==> src/rtl/alu16_pkg.sv <==
// Shared definitions for the ALU16 command issuer: opcode encoding, issuer
// FSM states and the default finish timeout.
package alu16_pkg;

  localparam logic [3:0] OP_ADD     = 4'b0000;
  localparam logic [3:0] OP_SUB     = 4'b0001;
  localparam logic [3:0] OP_MUL     = 4'b0010;
  localparam logic [3:0] OP_DIV     = 4'b0011;
  localparam logic [3:0] OP_AND     = 4'b0100;
  localparam logic [3:0] OP_OR      = 4'b0101;
  localparam logic [3:0] OP_XOR     = 4'b0110;
  localparam logic [3:0] OP_NOT     = 4'b0111;
  localparam logic [3:0] OP_SHL     = 4'b1000;
  localparam logic [3:0] OP_SHR     = 4'b1001;
  localparam logic [3:0] OP_ROL     = 4'b1010;
  localparam logic [3:0] OP_ROR     = 4'b1011;
  localparam logic [3:0] OP_INC     = 4'b1100;
  localparam logic [3:0] OP_DEC     = 4'b1101;
  localparam logic [3:0] OP_TST     = 4'b1110;
  localparam logic [3:0] OP_ILLEGAL = 4'b1111;

  localparam int DEFAULT_TIMEOUT_CYCLES = 64;

  typedef enum logic [1:0] {
    ST_IDLE  = 2'd0,
    ST_START = 2'd1,
    ST_WAIT  = 2'd2,
    ST_RESP  = 2'd3
  } state_e;

  function automatic logic is_illegal(input logic [3:0] op);
    return (op == OP_ILLEGAL);
  endfunction

endpackage

==> src/rtl/alu_cmd_timeout.sv <==
// Clearable up-counter that stops at TIMEOUT_CYCLES-1 and flags that
// terminal count; times the issuer's wait for the control unit's finish.
module alu_cmd_timeout
  import alu16_pkg::*;
#(
  parameter int TIMEOUT_CYCLES = DEFAULT_TIMEOUT_CYCLES
) (
  input  logic clk,
  input  logic rst,
  input  logic clr,
  input  logic en,
  output logic tc
);

  localparam int CW = $clog2(TIMEOUT_CYCLES);
  localparam logic [CW-1:0] TC_VAL = CW'(TIMEOUT_CYCLES - 1);

  logic [CW-1:0] cnt_q, cnt_d;

  assign tc = (cnt_q == TC_VAL);

  always_comb begin
    cnt_d = cnt_q;
    if (clr) begin
      cnt_d = '0;
    end else if (en && !tc) begin
      cnt_d = cnt_q + CW'(1);
    end else begin
      cnt_d = cnt_q;
    end
  end

  always_ff @(posedge clk or posedge rst) begin
    if (rst) begin
      cnt_q <= '0;
    end else begin
      cnt_q <= cnt_d;
    end
  end

endmodule

==> src/rtl/alu_cmd_issuer.sv <==
// ALU command issuer: request -> start pulse -> wait finish -> response.
// Optional statistics counters are built when ALU_CMD_STATS_EN is defined.
module alu_cmd_issuer
  import alu16_pkg::*;
#(
  parameter int W              = 16,
  parameter int TIMEOUT_CYCLES = DEFAULT_TIMEOUT_CYCLES
) (
  input  logic         clk,
  input  logic         rst,
  input  logic         req_valid,
  output logic         req_ready,
  input  logic [3:0]   req_op,
  input  logic [W-1:0] req_a,
  input  logic [W-1:0] req_b,
  output logic [3:0]   cu_s,
  output logic         cu_start,
  input  logic         cu_finish,
  output logic [W-1:0] dp_a,
  output logic [W-1:0] dp_b,
  input  logic [W-1:0] dp_result,
  output logic         rsp_valid,
  input  logic         rsp_ready,
  output logic [W-1:0] rsp_result,
  output logic [3:0]   rsp_op,
  output logic         rsp_err,
  output logic [15:0]  stat_done,
  output logic [15:0]  stat_err
);

  state_e       state_q, state_d;
  logic         req_ready_q, req_ready_d;
  logic         cu_start_q, cu_start_d;
  logic [3:0]   cu_s_q, cu_s_d;
  logic [W-1:0] dp_a_q, dp_a_d, dp_b_q, dp_b_d;
  logic         rsp_valid_q, rsp_valid_d;
  logic [W-1:0] rsp_result_q, rsp_result_d;
  logic [3:0]   rsp_op_q, rsp_op_d;
  logic         rsp_err_q, rsp_err_d;
  logic         tmo_clr, tmo_en, tmo_tc;

  assign req_ready  = req_ready_q;
  assign cu_start   = cu_start_q;
  assign cu_s       = cu_s_q;
  assign dp_a       = dp_a_q;
  assign dp_b       = dp_b_q;
  assign rsp_valid  = rsp_valid_q;
  assign rsp_result = rsp_result_q;
  assign rsp_op     = rsp_op_q;
  assign rsp_err    = rsp_err_q;

  // The counter is cleared in START, so WAIT always begins at zero.
  assign tmo_clr = (state_q == ST_START);
  assign tmo_en  = (state_q == ST_WAIT) && !cu_finish;

  alu_cmd_timeout #(.TIMEOUT_CYCLES(TIMEOUT_CYCLES)) u_timeout (
    .clk (clk),
    .rst (rst),
    .clr (tmo_clr),
    .en  (tmo_en),
    .tc  (tmo_tc)
  );

  always_comb begin
    state_d      = state_q;
    req_ready_d  = req_ready_q;
    cu_start_d   = 1'b0;
    cu_s_d       = cu_s_q;
    dp_a_d       = dp_a_q;
    dp_b_d       = dp_b_q;
    rsp_valid_d  = rsp_valid_q;
    rsp_result_d = rsp_result_q;
    rsp_op_d     = rsp_op_q;
    rsp_err_d    = rsp_err_q;
    case (state_q)
      ST_IDLE: begin
        if (req_valid) begin
          cu_s_d      = req_op;
          dp_a_d      = req_a;
          dp_b_d      = req_b;
          req_ready_d = 1'b0;
          // Illegal opcodes bypass the control unit entirely.
          if (is_illegal(req_op)) begin
            state_d      = ST_RESP;
            rsp_valid_d  = 1'b1;
            rsp_result_d = '0;
            rsp_op_d     = req_op;
            rsp_err_d    = 1'b1;
          end else begin
            state_d    = ST_START;
            cu_start_d = 1'b1;
          end
        end else begin
          state_d = ST_IDLE;
        end
      end
      ST_START: begin
        state_d = ST_WAIT;
      end
      ST_WAIT: begin
        if (cu_finish) begin
          state_d      = ST_RESP;
          rsp_valid_d  = 1'b1;
          rsp_result_d = dp_result;
          rsp_op_d     = cu_s_q;
          rsp_err_d    = 1'b0;
        end else if (tmo_tc) begin
          state_d      = ST_RESP;
          rsp_valid_d  = 1'b1;
          rsp_result_d = '0;
          rsp_op_d     = cu_s_q;
          rsp_err_d    = 1'b1;
        end else begin
          state_d = ST_WAIT;
        end
      end
      ST_RESP: begin
        if (rsp_ready) begin
          state_d     = ST_IDLE;
          rsp_valid_d = 1'b0;
          req_ready_d = 1'b1;
        end else begin
          state_d = ST_RESP;
        end
      end
      default: begin
        state_d     = ST_IDLE;
        req_ready_d = 1'b1;
        rsp_valid_d = 1'b0;
      end
    endcase
  end

  always_ff @(posedge clk or posedge rst) begin
    if (rst) begin
      state_q      <= ST_IDLE;
      req_ready_q  <= 1'b1;
      cu_start_q   <= 1'b0;
      cu_s_q       <= 4'd0;
      dp_a_q       <= '0;
      dp_b_q       <= '0;
      rsp_valid_q  <= 1'b0;
      rsp_result_q <= '0;
      rsp_op_q     <= 4'd0;
      rsp_err_q    <= 1'b0;
    end else begin
      state_q      <= state_d;
      req_ready_q  <= req_ready_d;
      cu_start_q   <= cu_start_d;
      cu_s_q       <= cu_s_d;
      dp_a_q       <= dp_a_d;
      dp_b_q       <= dp_b_d;
      rsp_valid_q  <= rsp_valid_d;
      rsp_result_q <= rsp_result_d;
      rsp_op_q     <= rsp_op_d;
      rsp_err_q    <= rsp_err_d;
    end
  end

`ifdef ALU_CMD_STATS_EN
  logic [15:0] stat_done_q, stat_done_d, stat_err_q, stat_err_d;

  assign stat_done = stat_done_q;
  assign stat_err  = stat_err_q;

  // Count accepted responses by outcome, saturating at all-ones.
  always_comb begin
    stat_done_d = stat_done_q;
    stat_err_d  = stat_err_q;
    if (rsp_valid_q && rsp_ready) begin
      if (rsp_err_q) begin
        if (stat_err_q != 16'hFFFF) begin
          stat_err_d = stat_err_q + 16'd1;
        end else begin
          stat_err_d = stat_err_q;
        end
      end else begin
        if (stat_done_q != 16'hFFFF) begin
          stat_done_d = stat_done_q + 16'd1;
        end else begin
          stat_done_d = stat_done_q;
        end
      end
    end else begin
      stat_done_d = stat_done_q;
    end
  end

  always_ff @(posedge clk or posedge rst) begin
    if (rst) begin
      stat_done_q <= 16'd0;
      stat_err_q  <= 16'd0;
    end else begin
      stat_done_q <= stat_done_d;
      stat_err_q  <= stat_err_d;
    end
  end
`else
  assign stat_done = 16'd0;
  assign stat_err  = 16'd0;
`endif

endmodule

==> config.mk <==
export PLATFORM = sky130hd
export DESIGN_NAME = alu_cmd_issuer
export DESIGN_NICKNAME = d
export VERILOG_FILES = /design/src/rtl/alu16_pkg.sv /design/src/rtl/alu_cmd_timeout.sv /design/src/rtl/alu_cmd_issuer.sv
export SDC_FILE = /design/constraint.sdc
export NUM_CORES = 1
export LEC_CHECK = 0
export CAP_MARGIN = 20
export CORE_ASPECT_RATIO = 2
export CORE_UTILIZATION = 44
export DETAILED_ROUTE_END_ITERATION = 16
export PLACE_DENSITY = 0.86
export REMOVE_ABC_BUFFERS = 1
export SLEW_MARGIN = 5
export SYNTH_ARGS = -nofsm -noshare
export SYNTH_HDL_FRONTEND = slang
export SYNTH_HIERARCHICAL = 1
export SYNTH_SLANG_ARGS = --single-unit
==> constraint.sdc <==
create_clock -name clk -period 3.6 [get_ports clk]
set_clock_uncertainty 0.1 [all_clocks]
set_input_delay 0.9 -clock clk [delete_from_list [all_inputs] [get_ports clk]]
set_output_delay 0.9 -clock clk [all_outputs]
set_load 0.03 [all_outputs]
==> flow_metrics.env <==
export IMPL_maxCapViolCount=0
export IMPL_die_area_um2=7230
export IMPL_worstSetupEndpointType="flip-flop"
export IMPL_slew_headroom=0.462
export IMPL_synth_ff_type="dfrtp_1"
export IMPL_switching_share=0.395
export IMPL_die_width_um=60.6
export IMPL_final_cell_count_no_fill=441
export IMPL_p_leak_nw=1.92
export IMPL_peakVddDrop_v=0.000653
export IMPL_clkSlewWorstSetupHoldPaths_ps=50
export IMPL_outcome="finished, final reports clean"
export IMPL_gp_congestion=0.841
export IMPL_setup_slack_ps=906
export IMPL_ctsResizeCount=0
export IMPL_start_util=0.457
export IMPL_ctsRootBufferMaster="clkbuf_16"
export IMPL_nFillCells=513
export IMPL_postCtsSetupRepairBufs=0
export IMPL_yosys_area_top_type="dfrtp_1"
export IMPL_synthXorXnorAreaFrac=0
export IMPL_grt_max_degree=40
export IMPL_synth_fa_ha_area_frac=0.00414
export IMPL_ys_seq_area_frac=0.563
export IMPL_core_um2=6620
export IMPL_cts_buffer_depth=2
export IMPL_cp_startpoint="req_op[1]"
export IMPL_met1_length_mm=2.47
export IMPL_htree_levels=3
export IMPL_cp_start_kind="input pin"
export IMPL_p_total_mw=4.38
export IMPL_yosys_cell_types_count=37
export IMPL_ys_ff_latch=68
export IMPL_worstMarginPinSlew_ps=806
export IMPL_grt_pass1_wl_mm=11.1
export IMPL_worstHoldPathType="reg2reg"
export IMPL_fmax_mhz=371
export IMPL_pre_cts_ws_ps=596
export IMPL_layout_nets=406
export IMPL_antenna_left=0
export IMPL_r2r_slack_ps=1070
export IMPL_synth_edf_count=0
export IMPL_hold_depth=1
export IMPL_gr_usage_all_layers=0.215
export IMPL_clock_latency_ps=320
export IMPL_clock_sinks=68
export IMPL_die_y_um=119
export IMPL_combPwrFrac=0.503
export IMPL_port_buffer_count=116
export IMPL_slowest_delay_ps=760
export IMPL_path_buf_inv=1
export IMPL_highest_layer="met4"
export IMPL_crit_end="rsp_op[1]"
export IMPL_synth_top_cell_area_share=0.555
export IMPL_stdcell_area_um2=4410
export IMPL_crit_family="compound AO/OA/AOI/OAI gates"
export IMPL_vias=2199
export IMPL_syn_area_per_cell_um2=13.3
export IMPL_power_density_nw_per_um2=993
export IMPL_rr_worst_depth=6
export IMPL_fin_crit_sh=0.748
export IMPL_cp_max_fo=22
export IMPL_drt_wl_total_mm=7.07
export IMPL_num_io_pins=149
export IMPL_gr_total_overflow=0
export IMPL_arrival_ps=2800
export IMPL_synthSimpleGateAreaFrac=0.0613
export IMPL_crit_chain="clkdlybuf4s50_1, nand4_1, a2111o_1, mux2_4"
export IMPL_holdWs_ps=387
export IMPL_dp_cells=425
export IMPL_power_frac_clock=0.183
export IMPL_dr_wl_met2_mm=4.10
export IMPL_drc=0
export IMPL_tns_ps=0
export IMPL_antenna_found_initial=0
export IMPL_setup_viol=0
export IMPL_place_hpwl_mm=5.26
export IMPL_rows=42
export IMPL_required_ps=3710
export IMPL_cts_tree="done"
export IMPL_drtPass1Iterations=4
export IMPL_synth_most_common_cell="dfrtp_1"
export IMPL_dpl_cell_area_um2=4140
export IMPL_p_sw_mw=1.73
export IMPL_grt_pass1_vias=2190
export IMPL_vias_per_cell=4.99
export IMPL_syn_area_um2=3020
export IMPL_route_detailed_wl_per_inst_um=16.0
export IMPL_r2r_end="rsp_op[2]"
export IMPL_async_flop_share=1.00
export IMPL_hold_violations=0
export IMPL_r2r_start="u_timeout/cnt_q[0]"
export IMPL_first_iter_violations=77
export IMPL_slew_violations=0
export IMPL_cp_slowest_cell="a2111o_1"
export IMPL_cts_hold_buffers=0
export IMPL_period_needed_ps=2690
export IMPL_worst_path_stages=4
export IMPL_wl_met3_um=311
export IMPL_muxShareOfSynthArea=0.166
export IMPL_antenna_cells=0
export IMPL_path_class="in2reg"
export IMPL_final_layout_size_suffix_gt1_frac=0.187
export IMPL_cts_made_buffers=9
export IMPL_yosys_warnings=6
export IMPL_synth_compound_area_share=0.0906
export IMPL_yosys_top_cells_count="dfrtp_1, mux2_2, buf_4"
export IMPL_internal_power_mw=2.65
export IMPL_p_seq_frac=0.314
export IMPL_area_growth_pct=45.9
export IMPL_ys_top_cells_by_area="dfrtp_1, mux2_2, buf_4"
export IMPL_rsz0062_at_grt="false"
export IMPL_utilization=0.666
export IMPL_synth_top_family_by_area="multiplexers"
export IMPL_netlist_instances=227
## state kept, by name, summed over array words and instances (netlist names)
register	cells
dp_a	16
dp_b	16
rsp_result	16
u_timeout/cnt_q	6
cu_s	4
rsp_op	4
state_q	2
cu_start	1
req_ready	1
rsp_err	1
rsp_valid	1
## metal layers
layer,up-vias,GRT usage
li1,986,-
met4,0,0.0980
met2,101,0.376
met1,1099,0.232
met3,13,0.0521
met5,-,0
## final cells by class
class,instances,area (um2),share of cell area
clock buffer,14,264,0.0599
tap,88,110,0.0250
multi-input combinational,140,1090,0.248
inverter,8,30.0,0.00681
timing repair buffer,121,1200,0.272
sequential,68,1700,0.386
clock inverter,2,10.0,0.00227
## cells in the final DEF (no fill, tap or decap), drive strengths merged
master | synthesis | final
o211ai | 1 | 1
clkinv | 0 | 2
nor3 | 4 | 4
inv | 8 | 8
and3 | 1 | 1
clkbuf | 0 | 14
ha | 1 | 1
conb | 1 | 32
nand4 | 3 | 3
nor2 | 4 | 4
and2 | 2 | 2
clkdlybuf4s50 | 0 | 116
o211a | 1 | 1
a21boi | 1 | 1
a211oi | 2 | 2
o21ai | 3 | 3
nand3 | 3 | 3
nor3b | 3 | 3
nand2 | 4 | 4
dfstp | 1 | 1
mux2 | 44 | 44
o311ai | 2 | 2
a41oi | 1 | 1
o32ai | 1 | 1
nor2b | 2 | 2
buf | 42 | 5
and4 | 3 | 3
a21oi | 3 | 3
a2111o | 1 | 1
dfrtp | 67 | 67
a22o | 16 | 16
a31oi | 2 | 2
## worst reg2reg max path, delay by kind of cell (launching register included)
kind	cells	cell delay [ps]
AOI/OAI and AO/OA	1	640
adders and majority gates	1	270
DFF	1	420
muxes	1	410
and+or+nand+nor	3	570
## cell families (layout without fill, tap and decap cells)
family | Yosys count | after routing
compound gates | 34 | 34
fa+ha+maj | 1 | 1
buf+inv | 50 | 145
flops | 68 | 68
mux | 44 | 44
other cells | 1 | 32
simple gates | 29 | 29
## how the worst min path moves through the flow
stage,end,from
finish,dp_b[10],dp_b[10]
global route,dp_b[2],dp_b[2]
CTS,dp_b[10],dp_b[10]
detailed placement,dp_b[2],dp_b[2]
global placement,dp_b[10],dp_b[10]
floorplan,u_timeout/cnt_q[5],u_timeout/cnt_q[5]
## power groups by stage
stage	combinational [mW]	clock [mW]	sequential, mW
floorplan	0.651	0	2.01
global placement	2.17	0	1.37
detailed placement	2.21	0	1.38
CTS	2.22	0.816	1.38
global route	2.30	0.850	1.43
finish	2.20	0.801	1.38
Note: power is estimated with default switching activity, not from simulation.
